File: config.mk
export PLATFORM = sky130hd
export DESIGN_NAME = spi_reg_ctrl_flat
export DESIGN_NICKNAME = d
export VERILOG_FILES = /design/src/rtl/spi_reg_pkg.sv /design/src/rtl/spi_reg_ctrl_if.sv /design/src/rtl/spi_reg_file.sv /design/src/rtl/spi_reg_ctrl.sv /design/src/flat_wrapper.sv
export SDC_FILE = /design/constraint.sdc
export NUM_CORES = 1
export LEC_CHECK = 0
export BUFFER_PORTS_ARGS = -buffer_cell sky130_fd_sc_hd__buf_2
export CORE_UTILIZATION = 55
export DETAILED_ROUTE_END_ITERATION = 8
export PLACE_DENSITY_LB_ADDON = 0.08
export SYNTH_ARGS = -nofsm -noshare
export SYNTH_HDL_FRONTEND = slang
export SYNTH_SLANG_ARGS = --single-unit
File: constraint.sdc
create_clock -name i_clk -period 2.5 [get_ports i_clk]
set_input_delay 0.125 -clock i_clk [delete_from_list [all_inputs] [get_ports i_clk]]
set_output_delay 0.125 -clock i_clk [all_outputs]
set_load 0.01 [all_outputs]
File: src/rtl/spi_reg_pkg.sv
// Shared definitions for the SPI register controller: FSM encoding,
// fixed register addresses and command byte layout.
package spi_reg_pkg;

  typedef enum logic [1:0] {
    ST_IDLE  = 2'd0,
    ST_CMD   = 2'd1,
    ST_WRITE = 2'd2,
    ST_READ  = 2'd3
  } state_t;

  localparam int ADDR_ID      = 0;
  localparam int ADDR_LED     = 1;
  localparam int ADDR_SCRATCH = 2;
  localparam int ADDR_STATUS  = 3;

  localparam int CMD_READ_BIT = 7;

endpackage

File: src/rtl/spi_reg_ctrl_if.sv
// Byte-level link between the SPI PHY and the register controller, plus the
// register-write monitor outputs.
interface spi_reg_ctrl_if #(parameter int AW = 3);

  logic          cs_active;
  logic          rx_valid;
  logic [7:0]    rx_data;
  logic [7:0]    tx_data;
  logic          wr_strobe;
  logic [AW-1:0] wr_addr;
  logic [7:0]    wr_data;

  modport master (
    output cs_active, rx_valid, rx_data,
    input  tx_data, wr_strobe, wr_addr, wr_data
  );

  modport slave (
    input  cs_active, rx_valid, rx_data,
    output tx_data, wr_strobe, wr_addr, wr_data
  );

endinterface

File: src/rtl/spi_reg_file.sv
// Register array with write decode, sticky error (W1C via STATUS bit0),
// combinational read mux and registered write-strobe reporting.
module spi_reg_file
  import spi_reg_pkg::*;
#(
  parameter int         NUM_REGS = 8,
  parameter logic [7:0] ID_VALUE = 8'h5A,
  parameter int         AW       = $clog2(NUM_REGS)
) (
  input  logic          i_clk,
  input  logic          i_rst_n,
  input  logic          i_we,
  input  logic [AW-1:0] i_waddr,
  input  logic [7:0]    i_wdata,
  input  logic          i_err_set,
  input  logic [AW-1:0] i_raddr,
  output logic [7:0]    o_rdata,
  output logic          o_wr_strobe,
  output logic [AW-1:0] o_wr_addr,
  output logic [7:0]    o_wr_data,
  output logic          o_err,
  output logic          o_led
);

  localparam logic [AW-1:0] A_ID      = AW'(ADDR_ID);
  localparam logic [AW-1:0] A_LED     = AW'(ADDR_LED);
  localparam logic [AW-1:0] A_SCRATCH = AW'(ADDR_SCRATCH);
  localparam logic [AW-1:0] A_STATUS  = AW'(ADDR_STATUS);

  logic [7:0]    r_regs [NUM_REGS];
  logic          r_err;
  logic          r_wr_strobe;
  logic [AW-1:0] r_wr_addr;
  logic [7:0]    r_wr_data;
  logic          w_accept;

  // ID writes are silently dropped; STATUS writes are accepted but only act on err
  assign w_accept = i_we && (i_waddr != A_ID);

  always_ff @(posedge i_clk or negedge i_rst_n) begin
    if (!i_rst_n) begin
      for (int i = 0; i < NUM_REGS; i++) r_regs[i] <= 8'h00;
      r_err       <= 1'b0;
      r_wr_strobe <= 1'b0;
      r_wr_addr   <= '0;
      r_wr_data   <= 8'h00;
    end else begin
      if (w_accept && (i_waddr != A_STATUS)) r_regs[i_waddr] <= i_wdata;
      if (i_err_set)
        r_err <= 1'b1;
      else if (w_accept && (i_waddr == A_STATUS) && i_wdata[0])
        r_err <= 1'b0;
      r_wr_strobe <= w_accept;
      if (w_accept) begin
        r_wr_addr <= i_waddr;
        r_wr_data <= i_wdata;
      end
    end
  end

  always_comb begin
    o_rdata = r_regs[i_raddr];
    case (i_raddr)
      A_ID:               o_rdata = ID_VALUE;
      A_STATUS:           o_rdata = {6'b0, r_regs[A_LED][0], r_err};
      A_LED, A_SCRATCH:   o_rdata = r_regs[i_raddr];
      default:            o_rdata = r_regs[i_raddr];
    endcase
  end

  assign o_wr_strobe = r_wr_strobe;
  assign o_wr_addr   = r_wr_addr;
  assign o_wr_data   = r_wr_data;
  assign o_err       = r_err;
  assign o_led       = r_regs[A_LED][0];

endmodule

File: src/rtl/spi_reg_ctrl.sv
// SPI transaction controller: command byte then data bytes with address
// auto-increment; drives the next MISO byte and the register file.
//
//  state    | meaning
//  ST_IDLE  | no transaction open, tx byte held at 0x00
//  ST_CMD   | CS open, waiting for the command byte
//  ST_WRITE | each received byte written to reg[addr], addr++
//  ST_READ  | each received byte advances addr and reloads tx with reg[addr+1]
module spi_reg_ctrl
  import spi_reg_pkg::*;
#(
  parameter int         NUM_REGS = 8,
  parameter logic [7:0] ID_VALUE = 8'h5A
) (
  input  logic            i_clk,
  input  logic            i_rst_n,
  spi_reg_ctrl_if.slave   io_bus,
  output logic            o_err,
  output logic            o_led
);

  localparam int AW = $clog2(NUM_REGS);

  state_t        r_state, w_next;
  logic [AW-1:0] r_addr;
  logic          r_oor;
  logic [7:0]    r_tx;

  logic          w_cmd_oor;
  logic          w_we;
  logic          w_err_set;
  logic [AW-1:0] w_raddr;
  logic [7:0]    w_rdata;

  // out-of-range start address poisons the whole transaction
  assign w_cmd_oor = {1'b0, io_bus.rx_data[6:0]} >= 8'(NUM_REGS);
  assign w_err_set = io_bus.rx_valid && (r_state == ST_CMD) && w_cmd_oor;
  assign w_we      = io_bus.rx_valid && (r_state == ST_WRITE) && !r_oor;
  assign w_raddr   = (r_state == ST_CMD) ? io_bus.rx_data[AW-1:0] : r_addr + AW'(1);

  always_ff @(posedge i_clk or negedge i_rst_n) begin
    if (!i_rst_n) r_state <= ST_IDLE;
    else          r_state <= w_next;
  end

  always_comb begin
    w_next = r_state;
    case (r_state)
      ST_IDLE: if (io_bus.cs_active) w_next = ST_CMD;
      ST_CMD:  if (io_bus.rx_valid)
                 w_next = io_bus.rx_data[CMD_READ_BIT] ? ST_READ : ST_WRITE;
      default: ;
    endcase
    if (!io_bus.cs_active) w_next = ST_IDLE;
  end

  always_ff @(posedge i_clk or negedge i_rst_n) begin
    if (!i_rst_n) begin
      r_addr <= '0;
      r_oor  <= 1'b0;
      r_tx   <= 8'h00;
    end else begin
      if (io_bus.rx_valid) begin
        case (r_state)
          ST_CMD: begin
            r_addr <= io_bus.rx_data[AW-1:0];
            r_oor  <= w_cmd_oor;
            r_tx   <= (io_bus.rx_data[CMD_READ_BIT] && !w_cmd_oor) ? w_rdata : 8'h00;
          end
          ST_WRITE: begin
            r_addr <= r_addr + AW'(1);
            r_tx   <= 8'h00;
          end
          ST_READ: begin
            r_addr <= r_addr + AW'(1);
            r_tx   <= r_oor ? 8'h00 : w_rdata;
          end
          default: ;
        endcase
      end
      // a byte arriving as CS drops is processed above, then the frame closes
      if (!io_bus.cs_active) begin
        r_addr <= '0;
        r_oor  <= 1'b0;
        if (!io_bus.rx_valid) r_tx <= 8'h00;
      end
    end
  end

  spi_reg_file #(
    .NUM_REGS (NUM_REGS),
    .ID_VALUE (ID_VALUE),
    .AW       (AW)
  ) u_reg_file (
    .i_clk       (i_clk),
    .i_rst_n     (i_rst_n),
    .i_we        (w_we),
    .i_waddr     (r_addr),
    .i_wdata     (io_bus.rx_data),
    .i_err_set   (w_err_set),
    .i_raddr     (w_raddr),
    .o_rdata     (w_rdata),
    .o_wr_strobe (io_bus.wr_strobe),
    .o_wr_addr   (io_bus.wr_addr),
    .o_wr_data   (io_bus.wr_data),
    .o_err       (o_err),
    .o_led       (o_led)
  );

  assign io_bus.tx_data = r_tx;

endmodule
File: src/flat_wrapper.sv
// flat-port wrapper written by rule: the top's interface ports become plain ports
module spi_reg_ctrl_flat import spi_reg_pkg::*;
#(
  parameter int         NUM_REGS = 8,
  parameter logic [7:0] ID_VALUE = 8'h5A
)
  (i_clk, i_rst_n, o_err, o_led, io_bus_cs_active, io_bus_rx_valid, io_bus_rx_data, io_bus_tx_data, io_bus_wr_strobe, io_bus_wr_addr, io_bus_wr_data);
  spi_reg_ctrl_if io_bus_i ();
  input  logic i_clk;
  input  logic i_rst_n;
  output logic o_err;
  output logic o_led;
  input wire logic [$bits(io_bus_i.cs_active)-1:0] io_bus_cs_active;
  input wire logic [$bits(io_bus_i.rx_valid)-1:0] io_bus_rx_valid;
  input wire logic [$bits(io_bus_i.rx_data)-1:0] io_bus_rx_data;
  output wire logic [$bits(io_bus_i.tx_data)-1:0] io_bus_tx_data;
  output wire logic [$bits(io_bus_i.wr_strobe)-1:0] io_bus_wr_strobe;
  output wire logic [$bits(io_bus_i.wr_addr)-1:0] io_bus_wr_addr;
  output wire logic [$bits(io_bus_i.wr_data)-1:0] io_bus_wr_data;
  assign io_bus_i.cs_active = io_bus_cs_active;
  assign io_bus_i.rx_valid = io_bus_rx_valid;
  assign io_bus_i.rx_data = io_bus_rx_data;
  assign io_bus_tx_data = io_bus_i.tx_data;
  assign io_bus_wr_strobe = io_bus_i.wr_strobe;
  assign io_bus_wr_addr = io_bus_i.wr_addr;
  assign io_bus_wr_data = io_bus_i.wr_data;
  spi_reg_ctrl #(.NUM_REGS(NUM_REGS), .ID_VALUE(ID_VALUE)) u_core (.i_clk(i_clk), .i_rst_n(i_rst_n), .io_bus(io_bus_i), .o_err(o_err), .o_led(o_led));
endmodule
==> results by stage, run 1 <==
Yosys:
- The number of storage elements in the synthesis netlist is 75.
- The number of library cell types mapped by synthesis is 43.
- The sequential area share after synthesis is between 50 and 60%.
- In the post-synthesis netlist, the biggest area contributors are dfrtp_1, mux2_2, nand2_1, mux4_1, o21ai_0.
- The count of yosys warnings during synthesis is 0.
- In the synthesized netlist, the number of instances is 282.
- The number of nets handed over by synthesis was ~300.
- Summed over all instances, the cell type with the most area after synthesis is dfrtp_1.
- The netlist area before placement is between 3000 and 4000 um2.
- Summed over its instances, the top area cell type makes up 53.8% of the synthesized netlist area.
- A synthesized cell averages approximately 12 um2.

Clock tree:
- The buffers inserted during post-CTS setup optimization is 0.
- The cell chosen for the clock root is clkbuf_8.
- The clock transition at the registers of the reported paths is approximately 0.080 ns.
- The H-tree generated during clock tree synthesis spans 3 levels.
- The number of CTS-inserted buffers is 9.
- The CTS sink count is 75.
- At the later pin of the worst-skew pair, clock insertion delay measures roughly 0.34 ns.
- TritonCTS built the clock tree.
- The clock passes through at most 2 buffers.

Power and ir drop:
- The reported leakage power is just over 0.002 uW.
- In this run the power density over the cells is 713 nW/um2.
- The overall power of the completed layout is between 2000 and 3000 uW.
- The highest ir drop seen on vdd is slightly above 0.4 mV.

Place:
- Counting tap cells, the placed design contains a total of ~380 instances.
- The final weighted congestion in routability-driven placement is 0.816.
- The count of input and output buffers is 33.
- The wire-length estimate of the detail-placed layout is 4980 um.

Critical path:
- The worst stage delay on the critical path is about 0.5 ns.
- The slowest stage of the critical path belongs to the cell mux2_2.
- The data required time at the worst endpoint is roughly 2.7 ns.
- Along the worst path, the maximum fanout reaches 11.
- The element type at the critical path end is a register.
- At the worst endpoint, the arrival time is 2.46 ns.
- Walking the worst path, the cells encountered are nor2b_4 > mux2_2 > mux2_2 > o2111a_1 > a221o_1.
- The top cell family by delay on the critical path is multiplexers.
- The type of the setup path with the least slack is reg -> reg.
- Counting both buffers and inverters, the worst setup path holds a total of 0.
- The worst setup path is launched from a register.
- The most common cell type on the critical path is mux2_2.

Detailed routing:
- After detailed routing, the number of remaining DRC violations is 0.
- The wire length reported by the detailed router is roughly 7600 um.
- For this block, the initial DRC count from the detailed router was approximately 180.
- The total number of vias is 2,390.
- The mean routed wirelength per cell is around 19 um.
- The number of vias per cell after detailed routing is approximately 6.
- The antenna violation net count after detailed routing is 0.
- The length of the first detailed-routing pass in iterations is 4.

Timing:
- Of the available clock period, the critical path in the final layout requires between 80% and 90%.
- The number of pins exceeding their max-slew limit in the final report is 0.
- Setup repair after global routing left no endpoint under its margin.
- The count of final hold-check violations is 0.
- For the finished layout, the period the worst path requires is about 2.2 ns.
- The measured slew at the worst slew-check pin is 0.930 ns.
- The total negative setup slack is 0 ns.
- The largest clock skew in the final design is roughly 0.0074 ns.
- Measured against its own limit, the worst slew margin works out to 38.0%.
- The highest attainable clock frequency is roughly 450 MHz.
- Setup violations remaining at the end of the flow were counted as 0.

Floorplan:
- Once the floorplan was initialized, standard cells occupied 57.9% of the core.
- The floorplan step set the die width to about 82 um.
- 34 I/O pins were placed.
- The core region is 6030 um2.
- The standard-cell row count is 28.
- The floorplan step set the die height to a little over 80 um.
- The area enclosed by the die boundary is between 6000 and 7000 um2.

Final layout:
- Compared with the post-synthesis result, the final layout area differs by 14.6%.
- The most common cell after layout, fill and taps aside is dfrtp_1.
- In the layout the commonest cells are dfrtp_1, mux2_2, nand2_1.
- The final layout contains approximately 340 nets.
- The share of layout cells above drive strength 1 is a little over a third.
- The final instance count without filler cells is 400.
- The number of antenna cells inserted is 0.

GRT:
- Entering global routing, the biggest net connects 76 pins.
- The total congestion overflow after global routing is 0.
- The met3 usage is 5.78%.
- The routing usage on met2 is about 41%.
- The most used routing layer in global routing is met2.
- The number of global-route vias before repair is roughly 2,300.
- The first-pass GRT wire length is 12,300 um.
- The initial antenna violation count is 0.
- Global routing used between 30% and 40% of the available met1 tracks.
- In the global route stage, overall resource usage came out at between 20% and 30%.

Job:
- Max-cap violations in this run came to 0.

Outcome:
- The flow ran to the end, and the final reports show no timing, DRC or antenna violations.

Hold path:
- The class of the tightest hold or removal check is in -> reg.
## routing by layer
layer | vias up | part of all wire [%]
li1 | 1097 | -
met4 | 0 | 1.0
met3 | 9 | 5.8
met1 | 1207 | 45
met5 | - | 0
met2 | 77 | 48
## worst register-to-register path, delay by kind of cell, from the launching register on
| family | cells | cell delay (ns) |
|---|---|---|
| AO/OA/AOI/OAI | 2 | 0.49 |
| flip-flops | 1 | 0.49 |
| multiplexers | 2 | 0.82 |
| AND/OR/NAND/NOR | 1 | 0.33 |
## report_power, final
part	internal [uW]	switching (uW)	leakage, uW
Clock	687	428	0.000120
Sequential	1300	51.9	0.00102
Combinational	160	223	0.000921
Total	2150	703	0.00206
## Yosys cell counts
cell type	n
a211oi_1	2
a21boi_0	1
a21o_1	1
a21oi_1	6
a221o_1	6
a32o_1	1
a32oi_1	4
and2_1	1
and3_1	1
and4bb_2	1
buf_2	1
buf_6	3
clkbuf_1	14
clkinv_1	1
dfrtp_1	75
ha_1	3
inv_1	8
mux2_2	51
mux2_4	1
mux2i_1	6
mux4_1	4
mux4_2	2
nand2_1	37
nand2b_1	1
nand3_1	5
nand4b_1	4
nand4bb_1	1
nor2_1	10
nor2b_1	3
nor2b_4	1
nor3_1	3
o2111a_1	1
o211a_1	1
o21a_1	1
o21ai_0	13
o21ai_2	1
o221a_2	1
o311a_1	1
o31a_1	1
o31ai_1	1
or2_2	1
or3_1	1
or4_1	1
## final timing paths
kind,startpoint,endpoint,cells after the start,slack (ns)
min reg2reg,u_core.u_reg_file.o_wr_data[1],u_core.u_reg_file.o_wr_data[1],2,0.47
max,u_core.r_state[0],u_core.io_bus.tx_data[1],5,0.26
max reg2reg,u_core.r_state[0],u_core.io_bus.tx_data[1],5,0.26
max in group asynchronous,i_rst_n,u_core.u_reg_file.r_regs[20],2,1.42
min,io_bus_rx_data[5],u_core.u_reg_file.o_wr_data[5],3,0.07
min in group asynchronous,i_rst_n,u_core.u_reg_file.r_regs[41],2,0.48
## sequential cells by signal (all words and copies together), names as in the netlist
name and cells:
u_core.u_reg_file.r_regs 47, u_core.r_addr 3, u_core.r_state 2, u_core.u_reg_file.o_led 1, u_core.u_reg_file.o_wr_addr 3, u_core.u_reg_file.o_wr_strobe 1
u_core.r_oor 1, u_core.io_bus.tx_data 8, u_core.u_reg_file.o_wr_data 8, u_core.u_reg_file.o_err 1
## area by class of cell
cell class / instances / area (um2)
timing repair buffer: 46 / 268
multi-input combinational: 180 / 1490
inverter: 9 / 33.8
fill: 468 / 2020
clock inverter: 4 / 98.8
clock buffer: 11 / 141
tap: 75 / 93.8
sequential: 75 / 1880
## cells by family after synthesis
group	count (synthesis)	synth area share, %
DFF	75	53.8
and+or+nand+nor	71	9.93
muxes	64	22.9
AOI/OAI and AO/OA	42	8.75
buffers and inverters	27	3.58
adders and majority gates	3	1.08
## per-stage QoR
stage	hold WS, ns	setup WS [ns]	util [%]	cell area (um2)
2_1_floorplan	-0.171	0.393	-	3490
3_3_place_gp	0.327	0.381	62.3	3750
4_1_cts	0.0568	0.304	66.4	4000
3_5_place_dp	0.325	0.316	62.3	3750
6_report	0.0687	0.263	66.4	4000
5_1_grt	0.0755	0.186	66.4	4000
## timing repair
action                    4_1_cts  5_1_grt
hold buffers                    1        0
resized for setup               0        0
hold endpoints to repair       75        0
Note: power is estimated with default switching activity, not from simulation.
==> run 2: changes to the inputs <==
PLACE_DENSITY = 0.75   (was unset)
PLACE_DENSITY_LB_ADDON = unset   (was 0.08)
==> results by stage, run 2 (synthesis results as in run 1) <==
Floorplan:
- The floorplan die height came to 81.7 um (unchanged).
- The placeable core region is 6030 um2 (unchanged).
- The standard-cell row count is 28 (unchanged).
- The initial standard-cell utilization of the core is 57.9% (unchanged).
- The area enclosed by the die boundary is 6670 um2 (unchanged).
- The horizontal die dimension is 81.7 um (unchanged).
- The I/O pin count is 34 (unchanged).

Final layout:
- The top cell types in the final layout, fill and taps aside, are dfrtp_1, mux2_2, nand2_1.
- The final instance count without filler cells is 395 (-1.3%).
- The most common cell after layout, fill and taps aside is dfrtp_1.
- The number of antenna cells inserted is 0 (unchanged).
- From synthesis to final layout, the design area changed by 13.2%.
- The core occupancy in the finished layout is 65.6% (-0.85 points).
- The number of nets in the layout is 330 (-1.8%).
- The number of flip-flops in the largest register is 47 (unchanged).
- The share of layout cells above drive strength 1 is 34.7% (-1.6 points).
- u_core.u_reg_file.r_regs holds more flip-flops than any other register.

Timing:
- The final critical-path share of the clock period came to 89.3% (-0.18 points).
- The total negative setup slack came to 0 ns (unchanged).
- Setup repair after global routing left no endpoint under its margin.
- The largest clock skew in the final design is 0.00832 ns (+0.000954 ns).
- The final critical delay including setup and external delays came to 2.23 ns (-0.00447 ns).
- The highest attainable clock frequency is 448 MHz (+0.20%).
- The measured slew at the worst slew-check pin came to 0.925 ns (-0.00460 ns).
- The worst setup slack after layout is 0.268 ns (+0.00447 ns).
- The headroom to the max-slew limit is 38.3% (+0.31 points).
- The number of failing setup endpoints in the final timing report is 0 (unchanged).
- The number of pins exceeding their max-slew limit in the final report is 0 (unchanged).
- The count of final hold-check violations is 0 (unchanged).

Detailed routing:
- The length of the first detailed-routing pass in iterations is 5 (+1).
- The number of DRC violations after detailed routing is 0 (unchanged).
- The mean routed wirelength per cell was 19.4 um (+2.3%).
- The number of vias per cell after detailed routing is 6.02 (+0.80%).
- The total number of vias is 2,379 (-0.46%).
- The wire length reported by the detailed router is 7670 um (+1.1%).
- The number of design-rule violations left by the first detailed-router iteration came to 208 (+13%).
- The antenna violation net count after detailed routing is 0 (unchanged).

Critical path:
- The type of element launching the critical path is a register.
- The start point of the critical path is u_core.r_state[0].
- The element type at the critical path end is a register.
- The type of the setup path with the least slack is reg -> reg.
- The data required time at the worst endpoint is 2.74 ns (about the same).
- The data arrival at the endpoint of the critical path is 2.47 ns (about the same).
- In this run the critical register-to-register path is captured at u_core.io_bus.tx_data[3].
- In this run the critical register-to-register path is launched from u_core.r_state[0].
- The maximum fanout encountered on the critical timing path was 14 (+3).
- The setup slack of the most critical reg-to-reg path is 0.27 ns (about the same).
- The critical path endpoint is u_core.io_bus.tx_data[3].
- The logic depth of the worst register-to-register path is 4 (-1).

Clock tree:
- The buffers inserted during post-CTS setup optimization is 0 (unchanged).
- The number of CTS-inserted buffers is 9 (unchanged).
- The clock insertion delay at the later pin of the skew report is 0.35 ns (about the same).
- The deepest level of the CTS H-tree is 3 (unchanged).
- The CTS sink count is 75 (unchanged).
- Clock tree synthesis selected as its root buffer the cell clkbuf_8.
- The CTS tree is done.
- The clock transition at the registers of the reported paths is 0.08 ns (about the same).
- The clock tree buffer depth is 2 (unchanged).

Place:
- The count of input and output buffers is 33 (unchanged).
- The final weighted congestion in routability-driven placement was 0.847 (+3.8%).
- The placed cell count is 378 (-1.6%).
- The half-perimeter wire length after detailed placement is 5080 um (+1.9%).
- The worst setup slack before clock tree synthesis is 0.277 ns (-0.0381 ns).

GRT:
- The initial antenna violation count was 0 (unchanged).
- The number of global-route vias before repair was 2,350 (+1.7%).
- The first-pass GRT wire length came to 12,500 um (+2.1%).
- The aggregate global-route resource usage is 26.7% (+1.1 points).
- The pin count of the biggest net entering global routing is 76 (unchanged).
- The total congestion overflow after global routing is 0 (unchanged).

Hold path:
- The class of the tightest hold or removal check is in -> reg.

Job:
- The max capacitance violation total is 0 (unchanged).

Power and ir drop:
- The highest ir drop seen on vdd was 0.418 mV (+0.60%).
- The power density over the cells came to 718 nW/um2 (+0.77%).
- The overall power of the completed layout was 2840 uW (-0.52%).
- The reported leakage power was 0.00202 uW (-1.6%).

Outcome:
- The run finished with clean final reports.
-- run 2: repair_timing --
action                                 in CTS  in global routing
endpoints found under the hold margin      75                  0
gates resized for setup                     0                  0
hold buffers                                1                  0
-- run 2: how the worst min path moves through the flow --
stage	start	end	slack, ns	depth (start not counted)
3_3_place_gp	i_rst_n	u_core.u_reg_file.r_regs[20]	0.32	1
4_1_cts	io_bus_cs_active	u_core.r_addr[0]	0.05	2
6_report	io_bus_cs_active	u_core.r_addr[0]	0.07	2
2_1_floorplan	i_rst_n	u_core.io_bus.tx_data[0]	-0.17	0
3_5_place_dp	i_rst_n	u_core.u_reg_file.r_regs[28]	0.32	1
5_1_grt	io_bus_cs_active	u_core.r_addr[0]	0.07	2
-- run 2: layout make-up --
type                       instances  area, um2
tap                               75       93.8
multi-input combinational        180       1490
clock buffer                      12        135
timing repair buffer              40        223
clock inverter                     4       98.8
inverter                           9       33.8
sequential                        75       1880
fill                             451       2080
-- run 2: worst max-delay path: stages (launching register included) --
cell     delay, ns
dfrtp_1       0.49
nor2b_4       0.33
mux2_4        0.34
mux4_1        0.61
a221o_1       0.34
-- run 2: layer usage --
layer / share of wire (%) / global-route usage [%] / vias to the layer above
met4: 1.6 / 11.8 / 0
li1: - / - / 1084
met1: 45 / 38.1 / 1202
met5: 0 / 0 / -
met2: 47 / 39.1 / 83
met3: 6.2 / 6.22 / 10
-- run 2: metrics by stage --
stage	hold WS (ns)	instance area, um2
finish	0.0682	3950
detailed placement	0.323	3710
global placement	0.317	3710
CTS	0.0520	3950
global route	0.0712	3950
floorplan	-0.171	3490
-- run 2: report_power, final --
part	internal (uW)	total [uW]	switching (uW)
logic	157	377	220
registers	1300	1360	56.3
clock network	666	1100	436
